<file path="config.mk">
export PLATFORM = sky130hd
export DESIGN_NAME = game_timer
export DESIGN_NICKNAME = d
export VERILOG_FILES = /design/src/rtl/game_timer_pkg.sv /design/src/rtl/game_timer_sec_divider.sv /design/src/rtl/game_timer.sv
export SDC_FILE = /design/constraint.sdc
export NUM_CORES = 1
export LEC_CHECK = 0
export BUFFER_PORTS_ARGS = -buffer_cell sky130_fd_sc_hd__buf_2
export CAP_MARGIN = 20
export CORE_ASPECT_RATIO = 1.75
export CORE_UTILIZATION = 62
export CTS_CLUSTER_DIAMETER = 100
export CTS_CLUSTER_SIZE = 25
export DETAILED_ROUTE_END_ITERATION = 8
export GPL_ROUTABILITY_DRIVEN = 0
export PLACE_DENSITY = 0.84
export SYNTH_ARGS = -nofsm -noshare
export SYNTH_HDL_FRONTEND = slang
export SYNTH_SLANG_ARGS = --single-unit
export TNS_END_PERCENT = 10
</file>
<file path="constraint.sdc">
create_clock -name clk -period 6.9 [get_ports clk]
set_input_delay 1.035 -clock clk [delete_from_list [all_inputs] [get_ports clk]]
set_output_delay 1.035 -clock clk [all_outputs]
set_load 0.05 [all_outputs]
</file>
<file path="src/rtl/game_timer_pkg.sv">
// Shared definitions for the game timer and the over-screen pixel generator:
// FSM state encodings, BCD digit limits, the blank glyph index and the
// digit-select helper that maps region enables onto a glyph.
package game_timer_pkg;

    typedef enum logic [1:0] {
        IDLE  = 2'd0,
        RUN   = 2'd1,
        PAUSE = 2'd2,
        OVER  = 2'd3
    } state_t;

    localparam logic [3:0] BCD_MAX      = 4'd9;
    localparam logic [3:0] SEC_TENS_MAX = 4'd5;
    localparam logic [3:0] BLANK_GLYPH  = 4'hF;

    // Highest-index enable wins; digits packed as {m1, m0, s1, s0}.
    function automatic logic [3:0] select_glyph(input logic [3:0]  en,
                                                input logic [15:0] digits);
        logic [3:0] glyph;
        glyph = BLANK_GLYPH;
        if (en[3])
            glyph = digits[15:12];
        else if (en[2])
            glyph = digits[11:8];
        else if (en[1])
            glyph = digits[7:4];
        else if (en[0])
            glyph = digits[3:0];
        return glyph;
    endfunction

endpackage

</file>
<file path="src/rtl/game_timer_sec_divider.sv">
// Run-gated, clearable clock divider producing one tick per elapsed second.
// 'wrap' flags the terminal-count cycle combinationally so the owner can
// update its digits on the same edge that raises the registered 'tick'.
module sec_divider #(
    parameter int TICK_CYCLES = 100_000_000
) (
    input  logic clk,
    input  logic rst,
    input  logic clear,
    input  logic enable,
    output logic wrap,
    output logic tick
);

    localparam int CW = (TICK_CYCLES > 1) ? $clog2(TICK_CYCLES) : 1;
    localparam logic [CW-1:0] LAST = CW'(TICK_CYCLES - 1);

    logic [CW-1:0] count;

    assign wrap = enable && !clear && (count == LAST);

    // Count only while enabled, hold otherwise; tick follows the wrap cycle.
    always_ff @(posedge clk) begin
        if (rst) begin
            count <= '0;
            tick  <= 1'b0;
        end else if (clear) begin
            count <= '0;
            tick  <= 1'b0;
        end else begin
            tick <= wrap;
            if (enable)
                count <= wrap ? '0 : count + 1'b1;
        end
    end

endmodule

</file>
<file path="src/rtl/game_timer.sv">
// Game timer: IDLE/RUN/PAUSE/OVER control FSM, mm:ss BCD elapsed time that
// saturates at 99:59, and a registered glyph select for the over screen.
module game_timer
    import game_timer_pkg::*;
#(
    parameter int TICK_CYCLES = 100_000_000
) (
    input  logic       clk,
    input  logic       rst,
    input  logic       start,
    input  logic       pause_tgl,
    input  logic       game_over,
    input  logic       return_req,
    input  logic [3:0] enable_time_over,
    output logic [3:0] digit_m1,
    output logic [3:0] digit_m0,
    output logic [3:0] digit_s1,
    output logic [3:0] digit_s0,
    output logic [3:0] time_digit,
    output logic [1:0] state,
    output logic       sec_tick,
    output logic       saturated
);

    state_t cur_state;
    logic   div_clear;
    logic   div_enable;
    logic   wrap;
    logic   at_max;

    assign state = cur_state;

    // A pause or game-over in the terminal cycle blocks the count so the
    // state change wins and no second is credited.
    assign div_enable = (cur_state == RUN) && !pause_tgl && !game_over;
    assign div_clear  = start && ((cur_state == IDLE) || (cur_state == OVER));
    assign at_max     = (digit_m1 == BCD_MAX) && (digit_m0 == BCD_MAX) &&
                        (digit_s1 == SEC_TENS_MAX) && (digit_s0 == BCD_MAX);

    sec_divider #(
        .TICK_CYCLES(TICK_CYCLES)
    ) u_div (
        .clk   (clk),
        .rst   (rst),
        .clear (div_clear),
        .enable(div_enable),
        .wrap  (wrap),
        .tick  (sec_tick)
    );

    // Control FSM together with the BCD time and saturation flag.
    always_ff @(posedge clk) begin
        if (rst) begin
            cur_state <= IDLE;
            digit_m1  <= 4'd0;
            digit_m0  <= 4'd0;
            digit_s1  <= 4'd0;
            digit_s0  <= 4'd0;
            saturated <= 1'b0;
        end else begin
            case (cur_state)
                IDLE: begin
                    if (start) begin
                        cur_state <= RUN;
                        digit_m1  <= 4'd0;
                        digit_m0  <= 4'd0;
                        digit_s1  <= 4'd0;
                        digit_s0  <= 4'd0;
                        saturated <= 1'b0;
                    end
                end
                RUN: begin
                    if (game_over) begin
                        cur_state <= OVER;
                    end else if (pause_tgl) begin
                        cur_state <= PAUSE;
                    end else if (wrap) begin
                        if (at_max) begin
                            saturated <= 1'b1;
                        end else if (digit_s0 != BCD_MAX) begin
                            digit_s0 <= digit_s0 + 4'd1;
                        end else begin
                            digit_s0 <= 4'd0;
                            if (digit_s1 != SEC_TENS_MAX) begin
                                digit_s1 <= digit_s1 + 4'd1;
                            end else begin
                                digit_s1 <= 4'd0;
                                if (digit_m0 != BCD_MAX) begin
                                    digit_m0 <= digit_m0 + 4'd1;
                                end else begin
                                    digit_m0 <= 4'd0;
                                    digit_m1 <= digit_m1 + 4'd1;
                                end
                            end
                        end
                    end
                end
                PAUSE: begin
                    if (game_over)
                        cur_state <= OVER;
                    else if (pause_tgl)
                        cur_state <= RUN;
                end
                OVER: begin
                    if (start || return_req) begin
                        cur_state <= start ? RUN : IDLE;
                        digit_m1  <= 4'd0;
                        digit_m0  <= 4'd0;
                        digit_s1  <= 4'd0;
                        digit_s0  <= 4'd0;
                        saturated <= 1'b0;
                    end
                end
                default: cur_state <= IDLE;
            endcase
        end
    end

    // Glyph select registered to line up with the digit-ROM latency.
    always_ff @(posedge clk) begin
        if (rst)
            time_digit <= BLANK_GLYPH;
        else
            time_digit <= select_glyph(enable_time_over,
                                       {digit_m1, digit_m0, digit_s1, digit_s0});
    end

endmodule
</file>
==> results by group <==
Setup path
  – Worst R2R End: digit_m1[3]$_SDFFE_PP0P_
  – CP startpoint kind: flip-flop
  – Worst Setup SP: state[1]$_SDFFE_PP0P_
  – Worst r2r src: state[1]$_SDFFE_PP0P_
  – Critical path class: flip-flop to flip-flop
  – R2R Setup Slk: 3560 ps
  – CP required: 7080 ps
  – Worst setup EP type: flip-flop
  – Critical path endpoint: digit_m1[3]$_SDFFE_PP0P_
  – CP arrival: 3520 ps
  – Worst reg2reg path depth: 8
  – CP Max Fanout: 18

Route
  – Wire length per cell: 15.3 um
  – Vias post-DR: 2503
  – Remaining antenna violation count: 0
  – Number of vias per cell: 6.06
  – DRT Wirelength: 6300 um
  – Pre-Repair DR Iteration Count: 4
  – DRC: 0
  – 1st-iter DRT viols: 49

Yosys
  – Cells after Synth: 335
  – Synth area leader: dfxtp_1
  – Seq/Total Area, Yosys: 0.370
  – Seq cells post-synth: 51
  – Synthesized area per cell: 8.25 um^2
  – Post-synth top flop: dfxtp_1
  – Post-synth top cells: dfxtp_1, nor2_1, nand2_1, a21oi_1
  – Synth unique cells: 50
  – Synth area leaders: dfxtp_1, ha_1, nor2_1, xor2_1, nand2_1
  – Number of synthesized flops with an enable pin: 0
  – Asr flop ratio synth: 0
  – Syn. warnings: 0
  – Syn_nets: 359
  – Most common cell in the netlist: dfxtp_1
  – Top cell type's share of synthesized area: 0.370
  – Synthesized area: 2760 um^2

Status
  – Run status: completed

Final layout
  – Non-Filler Instances: 413
  – # nets final: 387
  – Diodes inserted: 0
  – Area Growth Syn to Fin: 9.47%
  – Share of cells above drive strength 1: 0.132
  – Core Util, Final: 0.722

Clocking
  – TritonCTS clock tree: done
  – CTS Hold Bufs: 0
  – Clk slew on worst S/H paths: 90 ps
  – Post-cts sizing count: 0
  – CTS root buffer: clkbuf_8
  – Clk buf depth: 2
  – Num CTS Buffers: 5
  – CTS sink cnt: 51
  – Worst-Skew Late Latency: 320 ps
  – H-tree depth: 2
  – Post-CTS Setup Bufs: 0

Timing
  – Slew Viols, Final: 0
  – Final Hold Vio Count: 0
  – Worst-Margin Slew: 874 ps
  – Worst Skew: 13.0 ps
  – Fin crit period: 3340 ps
  – Fmax achieved: 0.299 GHz
  – Worst slew margin: 0.417
  – Final setup viols: 0
  – RSZ-0062 raised after global routing: false
  – Fin crit share: 0.484
  – Final setup margin: 3560 ps
  – TNS Setup: 0 ps

Placed design
  – Post-Place Cells: 405
  – DPL Wire Length: 4690 um
  – Number of port buffers: 33
  – Place WS: 3500 ps

Floorplan
  – IO Count: 34
  – Starting density of the core: 0.659
  – Chip width: 52.5 um
  – DIE AREA: 4740 um^2
  – Die H: 90.3 um
  – Std-Cell Core Area: 4190 um^2
  – Rows: 31

Job
  – Max cap viols: 0

Pwr
  – Pwr/cell area: 208 nW/um^2
  – Max VDD drop: 0.172 mV
  – Leakage power: 1.13 nW
  – Power Total: 0.000628 W

Global routing
  – Largest net degree at the start of global routing: 28
  – Gr usage total: 0.291
  – Initial antenna violation count: 0
  – Vias in the first global route: 2400
  – Remaining global-route overflow: 0
  – First-pass GRT wire length: 10600 um

Min path
  – HP Class: flip-flop to flip-flop
## stage by stage
step / instance area [um^2] / hold slack (ps)
after floorplan: 2760 / 472
after global placement: 2940 / 495
after detailed placement: 2940 / 500
after CTS: 3020 / 517
after global routing: 3020 / 548
final: 3020 / 508
## layer usage
layer,global-route usage,share of wire,vias up
met5,0,0,-
met4,0.164,0.033,0
met3,0.0623,0.030,17
met2,0.517,0.56,65
met1,0.293,0.38,1176
li1,-,-,1245
## worst min-delay path by stage
| stage | start | end | slack (ps) | depth (start not counted) |
|---|---|---|---|---|
| 2_1_floorplan | u_div.count[6]$_SDFFE_PP0P_ | u_div.count[6]$_SDFFE_PP0P_ | 470 | 2 |
| 3_3_place_gp | digit_s0[1]$_SDFFE_PP0P_ | digit_s0[1]$_SDFFE_PP0P_ | 490 | 2 |
| 3_5_place_dp | u_div.count[6]$_SDFFE_PP0P_ | u_div.count[6]$_SDFFE_PP0P_ | 500 | 2 |
| 4_1_cts | state[1]$_SDFFE_PP0P_ | state[1]$_SDFFE_PP0P_ | 520 | 2 |
| 5_1_grt | saturated$_SDFFE_PP0P_ | saturated$_SDFFE_PP0P_ | 550 | 2 |
| 6_report | state[1]$_SDFFE_PP0P_ | state[1]$_SDFFE_PP0P_ | 510 | 2 |
## registers in the layout, summed over array words and instances (netlist names)
name and count:
digit_m0 4, digit_m1 4, digit_s0 4, digit_s1 4
saturated 1, state 2, time_digit 4, u_div.count 27
u_div.tick 1
## cells by family (layout without fill, tap and decap cells)
| group | after synthesis | after routing | synth area share |
|---|---|---|---|
| flip-flops | 51 | 51 | 0.370 |
| AND/OR/NAND/NOR | 161 | 161 | 0.307 |
| multiplexers | 6 | 6 | 0.0217 |
| adder cells (fa/ha/maj) | 14 | 14 | 0.0634 |
| buffers and inverters | 25 | 54 | 0.0385 |
| AO/OA/AOI/OAI | 54 | 54 | 0.124 |
| XOR/XNOR | 24 | 24 | 0.0761 |
## where the power goes
group          switching, W  internal, W
registers        0.00000739     0.000300
clock network      0.000103    0.0000707
logic              0.000104    0.0000430
## critical path, cell delays in order (launching register included)
cell and delay, ps:
dfxtp_1 350, inv_1 120, ha_1 560, nor3b_2 510
nand3_2 150, or4_1 670, or2_0 270, o311ai_0 430
o31ai_1 140
## placed cells by master (no fill, tap or decap), types with 2 or more instances in the layout
cell / n
nor4_1: 5
o31ai_1: 3
nor4bb_1: 2
nand3_1: 17
xnor2_1: 7
nand2_1: 31
clkbuf_8: 5
nor3_1: 12
mux2i_1: 6
and4_1: 3
ha_1: 14
and3_1: 3
or3_1: 5
or4b_1: 2
nor2_1: 42
xor2_1: 17
nand4_1: 13
o21ai_0: 12
a21o_1: 2
nor2b_1: 4
dfxtp_1: 51
a21oi_1: 21
a211oi_1: 3
nor3b_1: 2
buf_2: 33
clkinvlp_4: 2
nand2b_1: 3
nand3b_1: 4
a311oi_1: 4
or4_1: 5
o311ai_0: 2
inv_1: 11
## area by class of cell
class                   instances  area, um^2
fillers                       355        1160
flip-flops and latches         51        1020
inverters                      12        45.0
multi-input cells             259        1640
repair buffers                 34         173
clock inverters                 3        20.0
clock buffers                   5        68.8
well taps                      49        61.3
(Power assumes the default switching activity.)
